<file path="src/rtl/hazard_ctrl_mc.sv">
// hazard_ctrl_mc: pipeline hazard controller with multi-cycle execute support.
//   Purpose : operand forwarding selects, load-use detection, branch flushes and
//             a small FSM that holds Execute for MC_LAT cycles of a multi-cycle op,
//             plus saturating stall/flush event counters.
//   Ports   : CLK, RESET (async, active-high)
//             Rs1D/Rs2D, Rs1E/Rs2E/RdE, RdM/RdW         register addresses
//             RegWriteM/RegWriteW, LoadE, PCSrcE, McStartE  pipeline status
//             ForwardAE/ForwardBE                        operand selects
//             StallF/StallD/StallE, FlushD/FlushE/FlushM pipeline control
//             McBusy/McDoneE                             multi-cycle status
//             StallCnt/FlushCnt                          saturating counters
module hazard_ctrl_mc #(
  parameter int unsigned REG_AW = 5,
  parameter int unsigned MC_LAT = 4,
  parameter int unsigned CNT_W  = 16
) (
  input  logic              CLK,
  input  logic              RESET,
  input  logic [REG_AW-1:0] Rs1D,
  input  logic [REG_AW-1:0] Rs2D,
  input  logic [REG_AW-1:0] Rs1E,
  input  logic [REG_AW-1:0] Rs2E,
  input  logic [REG_AW-1:0] RdE,
  input  logic [REG_AW-1:0] RdM,
  input  logic [REG_AW-1:0] RdW,
  input  logic              RegWriteM,
  input  logic              RegWriteW,
  input  logic              LoadE,
  input  logic              PCSrcE,
  input  logic              McStartE,
  output logic [1:0]        ForwardAE,
  output logic [1:0]        ForwardBE,
  output logic              StallF,
  output logic              StallD,
  output logic              StallE,
  output logic              FlushD,
  output logic              FlushE,
  output logic              FlushM,
  output logic              McBusy,
  output logic              McDoneE,
  output logic [CNT_W-1:0]  StallCnt,
  output logic [CNT_W-1:0]  FlushCnt
);

  localparam int unsigned LatW = (MC_LAT > 2) ? $clog2(MC_LAT) : 1;

  typedef enum logic [1:0] {StIdle, StRun, StDone} state_e;

  state_e            state_q;
  logic [LatW-1:0]   lat_cnt_q;
  logic [CNT_W-1:0]  stall_cnt_q;
  logic [CNT_W-1:0]  flush_cnt_q;

  logic              mc_start;
  logic              mc_busy;
  logic              lw;
  logic              m_hit_a, w_hit_a, m_hit_b, w_hit_b;

  // Forwarding: M stage beats W stage; register 0 is never forwarded.
  always_comb begin
    m_hit_a = RegWriteM && (RdM != '0) && (RdM == Rs1E);
    w_hit_a = RegWriteW && (RdW != '0) && (RdW == Rs1E);
    m_hit_b = RegWriteM && (RdM != '0) && (RdM == Rs2E);
    w_hit_b = RegWriteW && (RdW != '0) && (RdW == Rs2E);
    ForwardAE = m_hit_a ? 2'b10 : (w_hit_a ? 2'b01 : 2'b00);
    ForwardBE = m_hit_b ? 2'b10 : (w_hit_b ? 2'b01 : 2'b00);
  end

  assign lw = LoadE && (RdE != '0) && ((RdE == Rs1D) || (RdE == Rs2D));

  // A taken branch in Execute squashes the op instead of starting it.
  assign mc_start = (state_q == StIdle) && McStartE && !PCSrcE && (MC_LAT > 1);
  assign mc_busy  = mc_start || (state_q == StRun);

  // Pipeline control. While the multi-cycle op is busy the instruction in E is
  // the op itself, so it outranks both branch and load-use handling.
  always_comb begin
    StallF  = 1'b0;
    StallD  = 1'b0;
    StallE  = 1'b0;
    FlushD  = 1'b0;
    FlushE  = 1'b0;
    FlushM  = 1'b0;
    McBusy  = 1'b0;
    McDoneE = 1'b0;
    if (!RESET) begin
      if (mc_busy) begin
        StallF = 1'b1;
        StallD = 1'b1;
        StallE = 1'b1;
        FlushM = 1'b1;
        McBusy = 1'b1;
      end else if (PCSrcE) begin
        FlushD = 1'b1;
        FlushE = 1'b1;
      end else if (lw && (state_q != StDone)) begin
        StallF = 1'b1;
        StallD = 1'b1;
        FlushE = 1'b1;
      end
      McDoneE = (state_q == StDone) || ((MC_LAT == 1) && McStartE);
    end
  end

  // Occupancy: start cycle + (MC_LAT-2) RUN cycles + one DONE cycle. RUN exits
  // on the cycle the counter steps down to 0, so DONE lands exactly on time.
  // A two-cycle op has no RUN cycles and goes straight to DONE.
  always_ff @(posedge CLK or posedge RESET) begin
    if (RESET) begin
      state_q   <= StIdle;
      lat_cnt_q <= '0;
    end else begin
      unique case (state_q)
        StIdle: begin
          if (mc_start) begin
            if (MC_LAT == 2) begin
              state_q <= StDone;
            end else begin
              state_q   <= StRun;
              lat_cnt_q <= LatW'(MC_LAT - 2);
            end
          end
        end
        StRun: begin
          if (lat_cnt_q <= LatW'(1)) state_q <= StDone;
          if (lat_cnt_q != '0) lat_cnt_q <= lat_cnt_q - LatW'(1);
        end
        StDone: state_q <= StIdle;
        default: state_q <= StIdle;
      endcase
    end
  end

  always_ff @(posedge CLK or posedge RESET) begin
    if (RESET) begin
      stall_cnt_q <= '0;
      flush_cnt_q <= '0;
    end else begin
      if (StallF && !(&stall_cnt_q)) stall_cnt_q <= stall_cnt_q + CNT_W'(1);
      if ((FlushD || FlushE || FlushM) && !(&flush_cnt_q)) begin
        flush_cnt_q <= flush_cnt_q + CNT_W'(1);
      end
    end
  end

  assign StallCnt = stall_cnt_q;
  assign FlushCnt = flush_cnt_q;

endmodule

</file>
<file path="config.mk">
export PLATFORM = sky130hd
export DESIGN_NAME = hazard_ctrl_mc
export DESIGN_NICKNAME = d
export VERILOG_FILES = /design/src/rtl/hazard_ctrl_mc.sv
export SDC_FILE = /design/constraint.sdc
export NUM_CORES = 1
export LEC_CHECK = 0
export CAP_MARGIN = 20
export CORE_UTILIZATION = 48
export CTS_BUF_LIST = sky130_fd_sc_hd__clkbuf_16
export CTS_CLUSTER_DIAMETER = 60
export CTS_CLUSTER_SIZE = 20
export DETAILED_ROUTE_END_ITERATION = 10
export PLACE_DENSITY = 0.92
export SLEW_MARGIN = 25
export SYNTH_ARGS = -nofsm -noshare
export SYNTH_HDL_FRONTEND = slang
export SYNTH_SLANG_ARGS = --single-unit
</file>
<file path="constraint.sdc">
create_clock -name CLK -period 3.1 [get_ports CLK]
set_input_delay 0.62 -clock CLK [delete_from_list [all_inputs] [get_ports CLK]]
set_output_delay 0.62 -clock CLK [all_outputs]
set_load 0.05 [all_outputs]
</file>
==> results.yml <==
floorplan:
  die_h_um: 70.88
  fp.dieW_um: 70.88
  die_area_um2: 5023
  fp-row-count: 24
  start_util: 0.5124
  ios: 86
  core_um2: 4444
detailed_routing:
  vias: 2133
  viasPerCell: 5.688
  wire_per_inst_um: 17.37
  routed_wl_um: 6513
  ant_nets: 0
  dr.first_iter.drc_count: 118
  first_pass_iters: 7
  drc_errors: 16
timing:
  whs_ps: 510.6
  fin_tns_setup_ps: 0
  period_share: 0.9840
  fin_crit_ps: 3050
  relSlewSlack: 0.5949
  worst_slew_pin_slew_ps: 602.1
  rsz0062_at_grt: "no"
  hold_viol: 0
  fmax_ghz: 0.3278
  setup_viol: 0
  final.setup.worst_slack_ps: 49.65
  fin_skew_ps: 4.630
  slew_violations: 0
grt:
  grt_max_degree: 27
  grt_pass1_wl_um: 10540
  grt_antenna_before_repair: 0
  grt-ovfl-total: 0
  first_global_vias: 2233
  grt_usage: 0.2695
synth:
  syn_nets: 271
  synth_top_area_frac: 0.3956
  synth.area.top_cells: "dfrtp_1 40%, xnor2_1 15%, xor2_1 7.3%"
  synth-compound-area-share: 0.07637
  synthCells: 225
  synthXorXnorAreaFrac: 0.2269
  synth_area_um2: 2277
  ys_types: 44
  ys.flop_type: "dfrtp_1"
  syn_area_per_cell_um2: 10.12
  synthAdderAreaFrac: 0.02198
  yosysTopAreaCell: "dfrtp_1"
  synth-edff-count: 0
  ys_seq_area_frac: 0.3956
  async_reset_ff_frac: 1.000
  synthSimpleGateAreaFrac: 0.2291
  synth_top_family_by_area: "simple AND/OR/NAND/NOR gates"
  synth-seq-cells: 36
  synthMuxAreaShare: 0.02088
  yosysWarnings: 0
setup_path:
  end_kind: "output port"
  path_max_fanout: 3
  worst_setup_path_start_kind: "input port"
  crit_type: "in -> out"
  reg2reg_from: "StallCnt[0]"
  worstPathRequired_ps: 2480
  crit_arrival_ps: 2430
  worstRegToRegCells: 7
  rrSetupSlack_ps: 870
  worstSetupStartpoint: "RdE[1]"
clocking:
  htreeDepth: 2
  clock-sinks: 36
  cts_made_buffers: 5
  ctsRootBufferMaster: "clkbuf_16"
  cts_tree: "yes"
  insertion_delay_ps: 280
  cts.clk_slew.worst_paths_ps: 50
  clockBufferDepth: 2
min_path:
  whs_path_depth: 1
  hp-class: "reg -> reg"
  worstHoldStart: "StallCnt[13]"
cells_and_area:
  fillers: 278
  drive_above_1_share: 0.1424
  antenna_cells: 0
  multi_input_area_um2: 1364
  syn_to_final_growth_pct: 55.55
  finalCoreUtilization: 0.7970
  nets: 368
  seqCellArea_um2: 900.9
job:
  maxCapViolCount: 0
placed_design:
  post-place-ws_ps: -107.1
  place_congestion: 0.7796
  io_buffer_count: 85
  hpwlAfterDp_um: 4638
outcome:
  status: "finished, violations left"
  violations: "DRC"
pwr:
  p_per_area_nw_per_um2: 673.9
  ir_drop_mv: 0.7274
  p_leak_nw: 1.459
## sequential cells by signal, indices dropped and copies added (netlist names)
signal / flops
FlushCnt: 16
StallCnt: 16
lat_cnt_q: 2
state_q: 2
## cells by family after synthesis
group / Yosys count
buffers and inverters: 12
DFF: 36
AOI/OAI and AO/OA: 21
adders and majority gates: 4
muxes: 4
xor gates and xnor gates: 59
and+or+nand+nor: 89
## worst max-delay path, cell delays in order
cell	delay, ps
clkdlybuf4s50_1	480
or4_1	580
o211ai_1	300
nor2_2	80
nand2_1	120
a21oi_4	90
buf_12	170
## through the flow
stage          instance area [µm²]  std cells  power [mW]
2_1_floorplan                 2290        225       1.438
3_3_place_gp                  3351        366       1.837
3_5_place_dp                  3351        366       1.865
4_1_cts                       3518        374       2.376
5_1_grt                       3542        375       2.490
6_report                      3542        375       2.387
## power by group
part           total (mW)  internal, mW  switching [mW]
logic                1.16         0.489           0.675
clock network       0.486         0.292           0.194
registers           0.738         0.572           0.166
total                2.39          1.35            1.03
## metal layers
layer	up-vias	global-route usage	share of wire
li1	999	-	-
met1	1047	0.3248	0.41
met2	76	0.4733	0.52
met3	11	0.04843	0.055
met4	0	0.1156	0.018
met5	-	0	0
## cell type report
type / instances / share of cell area
tap: 52 / 0.01837
sequential: 36 / 0.2543
inverter: 5 / 0.005298
multi-input combinational: 177 / 0.3850
timing repair buffer: 97 / 0.2974
clock buffer: 5 / 0.03532
clock inverter: 3 / 0.004239
## worst paths after layout
check / end
worst max-delay path: StallF
worst min-delay path: StallCnt[13]
worst max register to register: StallCnt[11]
worst min register to register: StallCnt[13]
max in group asynchronous: FlushCnt[0]
min in group asynchronous: FlushCnt[6]
## placed cells by master, fill, tap and decap left out, types with 2 or more instances in the layout
cell,Yosys,final
a21oi_1,4,3
and2_1,2,2
and3_1,11,11
and4_1,3,3
buf_12,0,11
buf_4,5,12
clkbuf_16,0,5
clkdlybuf4s50_1,0,73
dfrtp_1,36,36
ha_1,4,4
inv_1,5,6
nand2_1,12,12
nand3_1,11,11
nand4_1,16,16
nand4_2,2,2
nor2_1,12,11
nor2_2,1,2
nor3_1,2,2
nor4_4,0,2
o21a_1,2,2
o21ai_0,3,2
o21bai_4,2,2
or4_1,6,6
xnor2_1,40,40
xor2_1,19,19
## synthesized netlist by cell type, types with 3 or more instances
cell / number
inv_1: 5
a21oi_1: 4
nor2_1: 12
nor4_1: 4
dfrtp_1: 36
buf_4: 5
and4_1: 3
xnor2_1: 40
ha_1: 4
o21ai_0: 3
and3_1: 11
nand2_1: 12
or4_1: 6
nand3_1: 11
xor2_1: 19
nand4_1: 16
## timing repair
item                                    in CTS  in global routing
resized for setup                            4                  5
pin swaps                                    2                  3
hold buffers                                 0                  0
buffers inserted                             0                  1
endpoints found under the setup margin       4                  5
gates cloned                                 0                  0
Power figures use the tool's default switching activity.
